File: config.mk
export PLATFORM = sky130hd
export DESIGN_NAME = ld_st_mem_unit
export DESIGN_NICKNAME = d
export VERILOG_FILES = /design/src/rtl/ld_st_mem_unit.sv
export SDC_FILE = /design/constraint.sdc
export NUM_CORES = 1
export LEC_CHECK = 0
export CORE_UTILIZATION = 56
export DETAILED_ROUTE_END_ITERATION = 8
export GPL_TIMING_DRIVEN = 0
export HOLD_SLACK_MARGIN = 0.08
export PLACE_DENSITY = 0.85
export SLEW_MARGIN = 20
export SYNTH_ARGS = -nofsm -noshare
export SYNTH_HDL_FRONTEND = slang
export SYNTH_SLANG_ARGS = --single-unit
File: constraint.sdc
create_clock -name clk -period 5.16 [get_ports clk]
set_input_delay 1.032 -clock clk [delete_from_list [all_inputs] [get_ports clk]]
set_output_delay 1.032 -clock clk [all_outputs]
set_load 0.01 [all_outputs]
File: src/rtl/ld_st_mem_unit.sv
// Load/store memory unit.
// Queues in-order loads/stores from the load/store buffer in a small FIFO.
// Runs each one against data memory over a req/ack handshake, then
// broadcasts a one-cycle completion on the CDB unless a flush dropped it.
module ld_st_mem_unit #(
  parameter int          QDEPTH    = 4,
  parameter int          ADDR_W    = 10,
  parameter logic [11:0] LW_OPCODE = 12'h023,
  parameter logic [11:0] SW_OPCODE = 12'h02B
) (
  input  logic              clk,
  input  logic              rst,
  input  logic              in_VALID_Inst,
  input  logic [4:0]        in_ROBEN,
  input  logic [4:0]        in_Rd,
  input  logic [11:0]       in_opcode,
  input  logic [31:0]       in_ROBEN2_VAL,
  input  logic [31:0]       in_EA,
  input  logic              ROB_FLUSH_Flag,
  output logic              out_FULL_FLAG,
  output logic              mem_req,
  output logic              mem_we,
  output logic [ADDR_W-1:0] mem_addr,
  output logic [31:0]       mem_wdata,
  input  logic              mem_ack,
  input  logic [31:0]       mem_rdata,
  output logic              out_CDB_VALID,
  output logic [4:0]        out_CDB_ROBEN,
  output logic [4:0]        out_CDB_Rd,
  output logic [31:0]       out_CDB_VAL,
  output logic              out_CDB_STORE,
  output logic              out_BUSY
);

  localparam int PW = $clog2(QDEPTH);
  localparam int CW = PW + 1;

  typedef enum logic {IDLE, REQ} state_t;

  typedef struct packed {
    logic [4:0]        rob;
    logic [4:0]        rd;
    logic              we;
    logic [ADDR_W-1:0] addr;
    logic [31:0]       wdata;
  } entry_t;

  entry_t            fifo_mem [QDEPTH];
  logic [PW-1:0]     wr_ptr_q, rd_ptr_q;
  logic [CW-1:0]     count_q;
  state_t            state_q, state_d;
  logic              drop_q;
  logic [4:0]        txn_rob_q, txn_rd_q;
  logic              txn_we_q;
  logic [ADDR_W-1:0] txn_addr_q;
  logic [31:0]       txn_wdata_q;
  logic              cdb_valid_q, cdb_store_q;
  logic [4:0]        cdb_rob_q, cdb_rd_q;
  logic [31:0]       cdb_val_q;

  logic   is_ld, is_st, push, pop, ack_fire, cdb_fire;
  entry_t new_entry;

  // Upper address bits are outside the data-memory word space.
  logic unused_ea;
  assign unused_ea = ^in_EA[31:ADDR_W];

  assign is_ld         = (in_opcode == LW_OPCODE);
  assign is_st         = (in_opcode == SW_OPCODE);
  assign out_FULL_FLAG = (count_q == CW'(QDEPTH));
  assign push          = in_VALID_Inst && !out_FULL_FLAG && !ROB_FLUSH_Flag && (is_ld || is_st);

  assign new_entry.rob   = in_ROBEN;
  assign new_entry.rd    = in_Rd;
  assign new_entry.we    = is_st;
  assign new_entry.addr  = in_EA[ADDR_W-1:0];
  assign new_entry.wdata = in_ROBEN2_VAL;

  // Next-state and handshake decode; pop uses the registered count so a
  // freshly pushed entry is never popped on the same edge.
  always_comb begin
    state_d  = state_q;
    pop      = 1'b0;
    ack_fire = 1'b0;
    cdb_fire = 1'b0;
    case (state_q)
      IDLE: begin
        if (count_q != '0 && !ROB_FLUSH_Flag) begin
          pop     = 1'b1;
          state_d = REQ;
        end
      end
      REQ: begin
        if (mem_ack) begin
          ack_fire = 1'b1;
          cdb_fire = !drop_q && !ROB_FLUSH_Flag;
          state_d  = IDLE;
        end
      end
      default: state_d = IDLE;
    endcase
  end

  // FIFO storage; contents need no reset because count gates every read.
  always_ff @(posedge clk) begin
    if (push) fifo_mem[wr_ptr_q] <= new_entry;
  end

  // FIFO pointers and occupancy; flush empties the queue outright.
  always_ff @(posedge clk or negedge rst) begin
    if (!rst) begin
      wr_ptr_q <= '0;
      rd_ptr_q <= '0;
      count_q  <= '0;
    end else if (ROB_FLUSH_Flag) begin
      wr_ptr_q <= '0;
      rd_ptr_q <= '0;
      count_q  <= '0;
    end else begin
      if (push) wr_ptr_q <= wr_ptr_q + PW'(1);
      if (pop)  rd_ptr_q <= rd_ptr_q + PW'(1);
      count_q <= count_q + CW'(push) - CW'(pop);
    end
  end

  // FSM state, transaction latch and flush-drop flag.
  always_ff @(posedge clk or negedge rst) begin
    if (!rst) begin
      state_q     <= IDLE;
      drop_q      <= 1'b0;
      txn_rob_q   <= '0;
      txn_rd_q    <= '0;
      txn_we_q    <= 1'b0;
      txn_addr_q  <= '0;
      txn_wdata_q <= '0;
    end else begin
      state_q <= state_d;
      if (pop) begin
        txn_rob_q   <= fifo_mem[rd_ptr_q].rob;
        txn_rd_q    <= fifo_mem[rd_ptr_q].rd;
        txn_we_q    <= fifo_mem[rd_ptr_q].we;
        txn_addr_q  <= fifo_mem[rd_ptr_q].addr;
        txn_wdata_q <= fifo_mem[rd_ptr_q].wdata;
      end
      if (ack_fire)                                drop_q <= 1'b0;
      else if (state_q == REQ && ROB_FLUSH_Flag)   drop_q <= 1'b1;
    end
  end

  // CDB broadcast register: one-cycle pulse, all fields zero otherwise.
  always_ff @(posedge clk or negedge rst) begin
    if (!rst) begin
      cdb_valid_q <= 1'b0;
      cdb_rob_q   <= '0;
      cdb_rd_q    <= '0;
      cdb_val_q   <= '0;
      cdb_store_q <= 1'b0;
    end else begin
      cdb_valid_q <= cdb_fire;
      cdb_rob_q   <= cdb_fire ? txn_rob_q : 5'd0;
      cdb_rd_q    <= cdb_fire ? txn_rd_q : 5'd0;
      cdb_val_q   <= (cdb_fire && !txn_we_q) ? mem_rdata : 32'd0;
      cdb_store_q <= cdb_fire && txn_we_q;
    end
  end

  assign mem_req       = (state_q == REQ);
  assign mem_we        = txn_we_q;
  assign mem_addr      = txn_addr_q;
  assign mem_wdata     = txn_wdata_q;
  assign out_CDB_VALID = cdb_valid_q;
  assign out_CDB_ROBEN = cdb_rob_q;
  assign out_CDB_Rd    = cdb_rd_q;
  assign out_CDB_VAL   = cdb_val_q;
  assign out_CDB_STORE = cdb_store_q;
  assign out_BUSY      = (state_q != IDLE) || (count_q != '0);

endmodule

==> results_dict.tcl, run 1 <==
set metrics [dict create \
    critPathMaxFanout 7 \
    final_cell_mix "212 x edfxtp_1, 189 x clkdlybuf4s50_1, 106 x dfrtp_1" \
    fmax_mhz 312.5 \
    worstSetupPathType "primary input to flip-flop" \
    synth_seq_cells 318 \
    hpwlAfterDp_um 14500 \
    row_count 52 \
    gr-usage-all-layers_pct 22.01 \
    die_x_um 146.0 \
    synth_top_area_share_pct 54.82 \
    numPortBuffers 190 \
    start_util_pct 57.21 \
    grt_start_max_net_pins 78 \
    endpoint_kind "flip-flop" \
    power_density_nw_per_um2 461.1 \
    fin_skew_ns 0.008375 \
    slew_viol_final 0 \
    cp.required_ns 5.59 \
    ios 213 \
    relSlewSlack_pct 48.62 \
    drtIter0Drc 225 \
    syn-num-nets 669 \
    drt-total-wl_um 22580 \
    core_sq_um 20300 \
    cts.path.max_buffers 3 \
    status "finished, final reports clean" \
    clk_pin_slew_ns 0.06 \
    numClockSinks 318 \
    die-height_um 146.0 \
    final_cells 1060 \
    die_area_sq_um 21320 \
    min_path_type "primary input to async pin" \
    ant_nets 0 \
    final_common_cell "edfxtp_1" \
    cts_tree "built" \
    worstMarginPinSlew_ns 0.7706 \
    crit_slowest_cell "nor4b_4" \
    ys_warn_count 0 \
    min_period_over_period_pct 62.01 \
    final_cell_area_sq_um 14880 \
    netlist_area_sq_um 11610 \
    ctsHtreeMaxLevel 1 \
    cts_resized 0 \
    arrival_ns 3.63 \
    crit_chain "clkdlybuf4s50_1 > and4b_1 > nand3_1 > nor4b_4 > inv_1 > ha_1 > inv_1 > ha_1 > inv_1 > fa_1 > xnor2_1 > nor2_1" \
    area_growth_syn_to_layout_pct 28.13 \
    dpl.cell_count 1004 \
    layout-drive-gt1-share_pct 22.05 \
    antenna_found_initial 2 \
    crit_path_start_kind "primary input" \
    synth_ff_type "edfxtp_1" \
    hold_buffers 0 \
    synth_edf_count 212 \
    gp_congestion 0.8339 \
    clk_root_buffer_cell "clkbuf_16" \
    finalHoldViolations 0 \
    irDropWorstVdd_mv 0.3407 \
    utilization_pct 73.30 \
    async_flop_share_pct 33.33 \
    avgSynthCellArea_sq_um 21.55 \
    num-nets-final 896 \
    yosysSeqAreaShare_pct 77.66 \
    worst_slack_ns 1.960 \
    clk-insertion-delay-late_ns 0.54 \
    grt_pass1_wl_um 35560 \
    yosys.area.top_type "edfxtp_1" \
    power_w 0.006862 \
    dr.pass1.iters 4 \
    numCtsBuffers 30 \
    cap_violations 0 \
    dpl_cell_area_sq_um 13970 \
    synthCells 539 \
    rsz0062_at_grt "false" \
    place_ws_ns 1.391 \
    p_leak_nw 5.358 \
    cpMostUsedCell "inv_1" \
    vias 5762 \
    ys_top_cells_by_area "edfxtp_1 55%, dfrtp_1 23%, mux4_2 10%" \
    setup_viol 0 \
    overflow 0 \
    route.detailed.drc 0 \
    yosysUniqueCellTypes 33 \
    cts_setup_buffers 0 \
    grt_pass1_vias 6400 \
    cp_slowest_stage_delay_ns 0.48 \
    period_minus_slack_ns 3.200 \
    routedWlPerCell_um 21.30 \
    vias_per_cell 5.436 \
]
where the power goes:
part	internal, W	switching [W]	total, W	leakage, nW
Sequential	0.00298	0.000161	0.00314	3.26
Clock	0.00116	0.000874	0.00203	0.444
Combinational	0.00102	0.000664	0.00169	1.65
Total	0.00516	0.00170	0.00686	5.36
final timing paths:
| path | startpoint | to | slack, ns | cells after the start |
|---|---|---|---|---|
| setup / recovery | in_opcode[2] | count_q[2] | 1.96 | 12 |
| hold / removal | rst | mem_wdata[28] | 0.38 | 1 |
| setup reg to reg | count_q[2] | count_q[2] | 2.67 | 10 |
| hold reg to reg | txn_rob_q[0] | out_CDB_ROBEN[0] | 0.47 | 1 |
| max in group asynchronous | rst | txn_rob_q[4] | 4.07 | 2 |
| min in group clk | txn_rob_q[0] | out_CDB_ROBEN[0] | 0.47 | 1 |
synth_stat cells (4+ instances only):
library cell  instances
edfxtp_1            212
dfrtp_1             106
mux2_2               53
mux4_2               53
and2_1               43
inv_1                 7
buf_2                 6
buf_6                 6
ha_1                  6
and2_2                4
buf_4                 4
clkbuf_1              4
nor2_1                4
critical path, delay by kind of cell:
| kind | cells | cell delay [ns] |
|---|---|---|
| fa+ha+maj | 3 | 0.82 |
| simple gates | 4 | 0.96 |
| buf+inv | 4 | 0.64 |
| xor+xnor | 1 | 0.18 |
routing by layer:
metal | share of wire, % | track usage, % | wire, um
met2 | 52 | 39.26 | 11800
met5 | 0 | 0 | 0
met1 | 39 | 27.47 | 8755
met4 | 2.5 | 5.677 | 571
met3 | 6.4 | 4.844 | 1451
registers in the layout (all words and copies together), names as in the netlist:
name / flops
txn_rd_q: 5
fifo_mem: 212
out_CDB_STORE: 1
count_q: 3
mem_req: 1
out_CDB_Rd: 5
wr_ptr_q: 2
drop_q: 1
out_CDB_ROBEN: 5
mem_addr: 10
rd_ptr_q: 2
out_CDB_VAL: 32
mem_we: 1
mem_wdata: 32
out_CDB_VALID: 1
txn_rob_q: 5
area by class of cell:
cell class	count	area, sq um
Clock inverter	14	87.58
Sequential cell	318	9019
Antenna cell	1	2.502
Buffer	23	153.9
Inverter	7	26.28
Multi-Input combinational cell	191	2420
Clock buffer	41	823.3
Timing Repair Buffer	195	2011
Fill cell	1216	5419
Tap cell	270	337.8
cells by family (layout without fill, tap and decap cells):
| logic type | after synthesis | in the layout | share of synthesized area (%) |
|---|---|---|---|
| muxes | 109 | 109 | 15.72 |
| buffers and inverters | 30 | 280 | 1.551 |
| and+or+nand+nor | 68 | 68 | 3.868 |
| AOI/OAI and AO/OA | 5 | 5 | 0.2370 |
| other | 0 | 1 | 0 |
| DFF | 318 | 318 | 77.66 |
| adders and majority gates | 7 | 7 | 0.8188 |
| xor gates and xnor gates | 2 | 2 | 0.1509 |
through the flow:
stage / TNS (ns) / hold WS (ns)
after global placement: -129.23 / 0.4618
after floorplan: 0 / 0.4494
after detailed placement: 0 / 0.4626
after global routing: 0 / 0.3907
after CTS: 0 / 0.3759
final: 0 / 0.3816
Note: power is estimated with default switching activity, not from simulation.
==> run 2: changes to the inputs <==
--- a/config.mk
+++ b/config.mk
@@ -5,11 +5,11 @@
 export SDC_FILE = /design/constraint.sdc
 export NUM_CORES = 1
 export LEC_CHECK = 0
-export CORE_UTILIZATION = 56
+export CORE_UTILIZATION = 52
 export DETAILED_ROUTE_END_ITERATION = 8
 export GPL_TIMING_DRIVEN = 0
 export HOLD_SLACK_MARGIN = 0.08
-export PLACE_DENSITY = 0.85
+export PLACE_DENSITY = 0.79
 export SLEW_MARGIN = 20
 export SYNTH_ARGS = -nofsm -noshare
 export SYNTH_HDL_FRONTEND = slang
==> constraint.sdc (replaced) <==
create_clock -name clk -period 3 [get_ports clk]
set_input_delay 0.6 -clock clk [delete_from_list [all_inputs] [get_ports clk]]
set_output_delay 0.6 -clock clk [all_outputs]
set_load 0.01 [all_outputs]
==> results_dict.tcl, run 2 (synthesis results as in run 1) <==
set metrics [dict create \
    power_w 0.01198 \
    period_minus_slack_ns 2.826 \
    route.detailed.drc 0 \
    largest_register_ff_count 212 \
    min_from "txn_rd_q[3]" \
    final_cell_area_sq_um 14980 \
    num-nets-final 901 \
    status "finished, final reports clean" \
    min_period_over_period_pct 94.22 \
    slew_viol_final 0 \
    gp_congestion 0.7100 \
    start_util_pct 53.05 \
    power_density_nw_per_um2 799.9 \
    crit_chain "nor3b_1 > clkdlybuf4s50_1" \
    r2r_end "count_q[2]" \
    cp.required_ns 2.40 \
    setup_viol 0 \
    whs_ns 0.4772 \
    cp_slowest_stage_delay_ns 0.66 \
    area_growth_syn_to_layout_pct 28.97 \
    crit_buf_inv 1 \
    grt_start_max_net_pins 75 \
    regMostFlops "fifo_mem" \
    overflow 0 \
    row_count 54 \
    die_x_um 151.4 \
    clk-insertion-delay-late_ns 0.54 \
    worstSetupPathType "flip-flop to primary output" \
    numCtsBuffers 31 \
    critPathTopFamily "buffers and inverters" \
    clk_root_buffer_cell "clkbuf_16" \
    fin_skew_ns 0.01384 \
    final_cell_mix "212 x edfxtp_1, 189 x clkdlybuf4s50_1, 106 x dfrtp_1" \
    nFillCells 1414 \
    core_sq_um 21890 \
    grt_pass1_wl_um 34560 \
    min_path_type "flip-flop to flip-flop" \
    die-height_um 151.4 \
    numPortBuffers 190 \
    worstMarginPinSlew_ns 0.7641 \
    layout-drive-gt1-share_pct 23.14 \
    drtIter0Drc 242 \
    critPathMaxFanout 4 \
    fmax_mhz 353.8 \
    gr-usage-all-layers_pct 20.53 \
    whs_endpoint "out_CDB_Rd[3]" \
    worstRegToRegCells 10 \
    finalHoldViolations 0 \
    die_area_sq_um 22940 \
    clk_pin_slew_ns 0.07 \
    arrival_ns 2.23 \
    cts_tree "built" \
    numClockSinks 318 \
    rsz0062_at_grt "false" \
    drt-total-wl_um 22850 \
    cts.path.max_buffers 3 \
    relSlewSlack_pct 49.06 \
    ios 213 \
    antenna_found_initial 2 \
    min_path_cells 1 \
    vias_per_cell 5.399 \
    rrSetupSlack_ns 0.53 \
    irDropWorstVdd_mv 0.5435 \
    ant_nets 0 \
    routedWlPerCell_um 21.24 \
    endpoint_kind "primary output" \
    p_leak_nw 5.407 \
    timing.rr.start "count_q[1]" \
    hpwlAfterDp_um 14830 \
    crit_slowest_cell "clkdlybuf4s50_1" \
    cts_resized 0 \
    vias 5809 \
    crit_path_start_kind "flip-flop" \
    cap_violations 0 \
    dr.pass1.iters 4 \
    dpl_cell_area_sq_um 13980 \
    grt_pass1_vias 6216 \
    ctsHtreeMaxLevel 1 \
    final_common_cell "edfxtp_1" \
]
## run 2: per-stage QoR
step | TNS (ns) | instances | setup slack (ns) | util [%]
final | 0 | 1076 | 0.1735 | 68.42
after global routing | 0 | 1075 | 0.04792 | 68.41
after CTS | 0 | 1072 | 0.1482 | 68.31
after detailed placement | -19.61 | 1014 | -0.3649 | 63.86
after global placement | -434.54 | 1009 | -2.910 | 63.34
after floorplan | 0 | 539 | 0.3790 | -
## run 2: power breakdown
group	leakage (nW)	switching, W	internal [W]
Sequential	3.26	0.000264	0.00513
Combinational	1.67	0.00116	0.00176
Clock	0.474	0.00155	0.00212
## run 2: worst max path at each step
stage / cells after the start / end / start / slack [ns]
2_1_floorplan: 11 / count_q[2] / in_opcode[4] / 0.38
3_5_place_dp: 12 / count_q[2] / in_opcode[4] / -0.36
6_report: 2 / out_FULL_FLAG / count_q[1] / 0.17
3_3_place_gp: 1 / mem_addr[6] / rst / -2.91
5_1_grt: 12 / count_q[2] / in_opcode[4] / 0.05
4_1_cts: 2 / out_FULL_FLAG / count_q[1] / 0.15
## run 2: cell type report
cell class | count | area, sq um | share of cell area (%)
repair buffers | 199 | 2043 | 13.64
clock buffers | 42 | 837.1 | 5.589
diodes | 1 | 2.502 | 0.01671
plain buffers | 23 | 153.9 | 1.027
clock inverters | 15 | 126.4 | 0.8437
multi-input cells | 191 | 2420 | 16.16
well taps | 280 | 350.3 | 2.339
flip-flops and latches | 318 | 9019 | 60.21
inverters | 7 | 26.28 | 0.1754
## run 2: repair_timing
item,4_1_cts,5_1_grt
endpoints found under the setup margin,0,1
endpoints found under the hold margin,32,0
hold buffers,1,0
buffers inserted,0,3
## run 2: worst register-to-register path: stages (launching register included)
cell and delay (ns):
dfrtp_1 0.45, nor3b_1 0.59, nor4b_4 0.15, inv_1 0.09
ha_1 0.22, inv_1 0.06, ha_1 0.14, inv_1 0.05
fa_1 0.40, xnor2_1 0.17, nor2_1 0.05
## run 2: routing by layer
layer	part of all wire (%)	vias to the layer above	GRT usage [%]
met5	0.039	-	0
met4	2.1	2	5.800
met3	6.1	37	3.795
met2	52	200	36.42
met1	39	3007	25.76
li1	-	2563	-
==> run 3: changes to the inputs <==
--- a/config.mk
+++ b/config.mk
@@ -7,10 +7,11 @@
 export LEC_CHECK = 0
 export CORE_UTILIZATION = 52
 export DETAILED_ROUTE_END_ITERATION = 8
-export GPL_TIMING_DRIVEN = 0
 export HOLD_SLACK_MARGIN = 0.08
 export PLACE_DENSITY = 0.79
+export SKIP_LAST_GASP = 1
 export SLEW_MARGIN = 20
 export SYNTH_ARGS = -nofsm -noshare
 export SYNTH_HDL_FRONTEND = slang
 export SYNTH_SLANG_ARGS = --single-unit
+export TNS_END_PERCENT = 1
==> results_dict.tcl, run 3 (synthesis results as in run 1) <==
set metrics [dict create \
    period_minus_slack_ns 2.631 \
    die_x_um 151.4 \
    multiInputGateArea_sq_um 2429 \
    irDropWorstVdd_mv 0.5680 \
    worstSetupPathType "flip-flop to primary output" \
    crit_slowest_cell "clkdlybuf4s50_1" \
    critPathMaxFanout 4 \
    clk_pin_slew_ns 0.06 \
    worst_slack_ns 0.3693 \
    ctsHtreeMaxLevel 1 \
    vias_per_cell 5.383 \
    overflow 0 \
    numClockSinks 318 \
    finalHoldViolations 0 \
    area_growth_syn_to_layout_pct 28.59 \
    cp.required_ns 2.40 \
    hpwlAfterDp_um 14100 \
    start_util_pct 53.05 \
    relSlewSlack_pct 46.38 \
    cts_setup_buffers 0 \
    drtIter0Drc 270 \
    dr.pass1.iters 4 \
    numPortBuffers 190 \
    cts_tree "built" \
    utilization_pct 68.22 \
    core_sq_um 21890 \
    route.detailed.drc 0 \
    fmax_mhz 380.1 \
    switching_share_pct 24.42 \
    layout-drive-gt1-share_pct 23.30 \
    routedWlPerCell_um 21.12 \
    crit_chain "nor3b_1 > clkdlybuf4s50_1" \
    row_count 54 \
    place_ws_ns -0.1967 \
    final_cell_mix "212 x edfxtp_1, 189 x clkdlybuf4s50_1, 104 x dfrtp_1" \
    clk-insertion-delay-late_ns 0.55 \
    rsz0062_at_grt "false" \
    final_cells 1063 \
    hold_buffers 0 \
    grt_pass1_wl_um 34030 \
    die_area_sq_um 22940 \
    pwr-share-comb_pct 22.8 \
    vias 5722 \
    die-height_um 151.4 \
    fin_skew_ns 0.01192 \
    ant_nets 0 \
    power_density_nw_per_um2 799.1 \
    min_path_type "primary input to async pin" \
    pwr-share-clk_pct 30.9 \
    status "finished, final reports clean" \
    antenna_found_initial 1 \
    ios 213 \
    setup_tns_ns 0 \
    num-nets-final 888 \
    seqPwrFrac_pct 46.3 \
    crit_buf_inv 1 \
    cap_violations 0 \
    numCtsBuffers 30 \
    min_period_over_period_pct 87.69 \
    crit_path_start_kind "flip-flop" \
    endpoint_kind "primary output" \
    dpl.cell_count 1006 \
    drt-total-wl_um 22450 \
    cts_resized 0 \
    cts.path.max_buffers 3 \
    seqCellArea_sq_um 9024 \
    whs_ns 0.1469 \
    gp_congestion 0.6946 \
    clk_root_buffer_cell "clkbuf_16" \
    final_common_cell "edfxtp_1" \
    grt_pass1_vias 6188 \
    worstMarginPinSlew_ns 0.8043 \
    grt_start_max_net_pins 60 \
    arrival_ns 2.03 \
    setup_viol 0 \
    p_sw_w 0.002914 \
    regMostFlops "fifo_mem" \
    cp_slowest_stage_delay_ns 0.62 \
    gr-usage-all-layers_pct 20.25 \
    slew_viol_final 0 \
    cellInternalPower_w 0.009019 \
    critPathTopFamily "buffers and inverters" \
    p_leak_nw 5.370 \
    largest_register_ff_count 212 \
    nFillCells 1385 \
]
[run 3: cell types whose count changed in the layout (fill, tap and decap cells not counted), moves of 3 or more]
cell / before / now
buf_4: 7 / 15
buf_6: 7 / 0
buf_2: 6 / 0
clkbuf_1: 13 / 8
and2_2: 0 / 4
and2_4: 4 / 0
buf_1: 3 / 0
[run 3: power groups by stage]
stage	Sequential (W)	Combinational (W)	Clock, W
after floorplan	0.00558	0.00154	0
after global placement	0.00558	0.00267	0
after detailed placement	0.00562	0.00275	0
after CTS	0.00554	0.00278	0.00379
after global routing	0.00559	0.00291	0.00392
final	0.00553	0.00272	0.00368
[run 3: final timing paths]
path / start / endpoint / slack (ns) / cells past startpoint
worst max-delay path: count_q[1] / out_FULL_FLAG / 0.37 / 2
worst min-delay path: rst / mem_wdata[27] / 0.15 / 1
worst max register to register: count_q[1] / count_q[2] / 0.75 / 10
worst min register to register: txn_rob_q[3] / out_CDB_ROBEN[3] / 0.47 / 1
max in group asynchronous: rst / mem_wdata[19] / 2.10 / 2
min in group clk: txn_rob_q[3] / out_CDB_ROBEN[3] / 0.47 / 1
[run 3: through the flow]
stage | total power, W | cell area (sq um)
after global placement | 0.008242 | 13950
after CTS | 0.01211 | 14930
after detailed placement | 0.008375 | 13950
after global routing | 0.01243 | 14930
final | 0.01193 | 14930
after floorplan | 0.007123 | 11610
[run 3: cell type report]
type                            instances  area share, %
Multi-Input combinational cell        191          16.26
Sequential cell                       318          60.42
Clock inverter                         17          1.307
Clock buffer                           38          5.228
Timing Repair Buffer                  210          14.23
Tap cell                              280          2.346
Inverter                                7         0.1759
Antenna cell                            2        0.03351
[run 3: metal layers]
metal	global-route usage, %	wire length, um	vias to the layer above
li1	-	-	2542
met1	24.12	8518	2952
met2	37.28	12090	197
met3	3.735	1485	31
met4	5.800	354	0
met5	0	0	-
[run 3: worst register-to-register path: stages (launching register included)]
cell and delay, ns:
dfrtp_1 0.44, nor3b_1 0.43, nor4b_4 0.10, inv_1 0.07, ha_1 0.22, inv_1 0.06
ha_1 0.14, inv_1 0.06, fa_1 0.40, xnor2_1 0.16, nor2_1 0.06
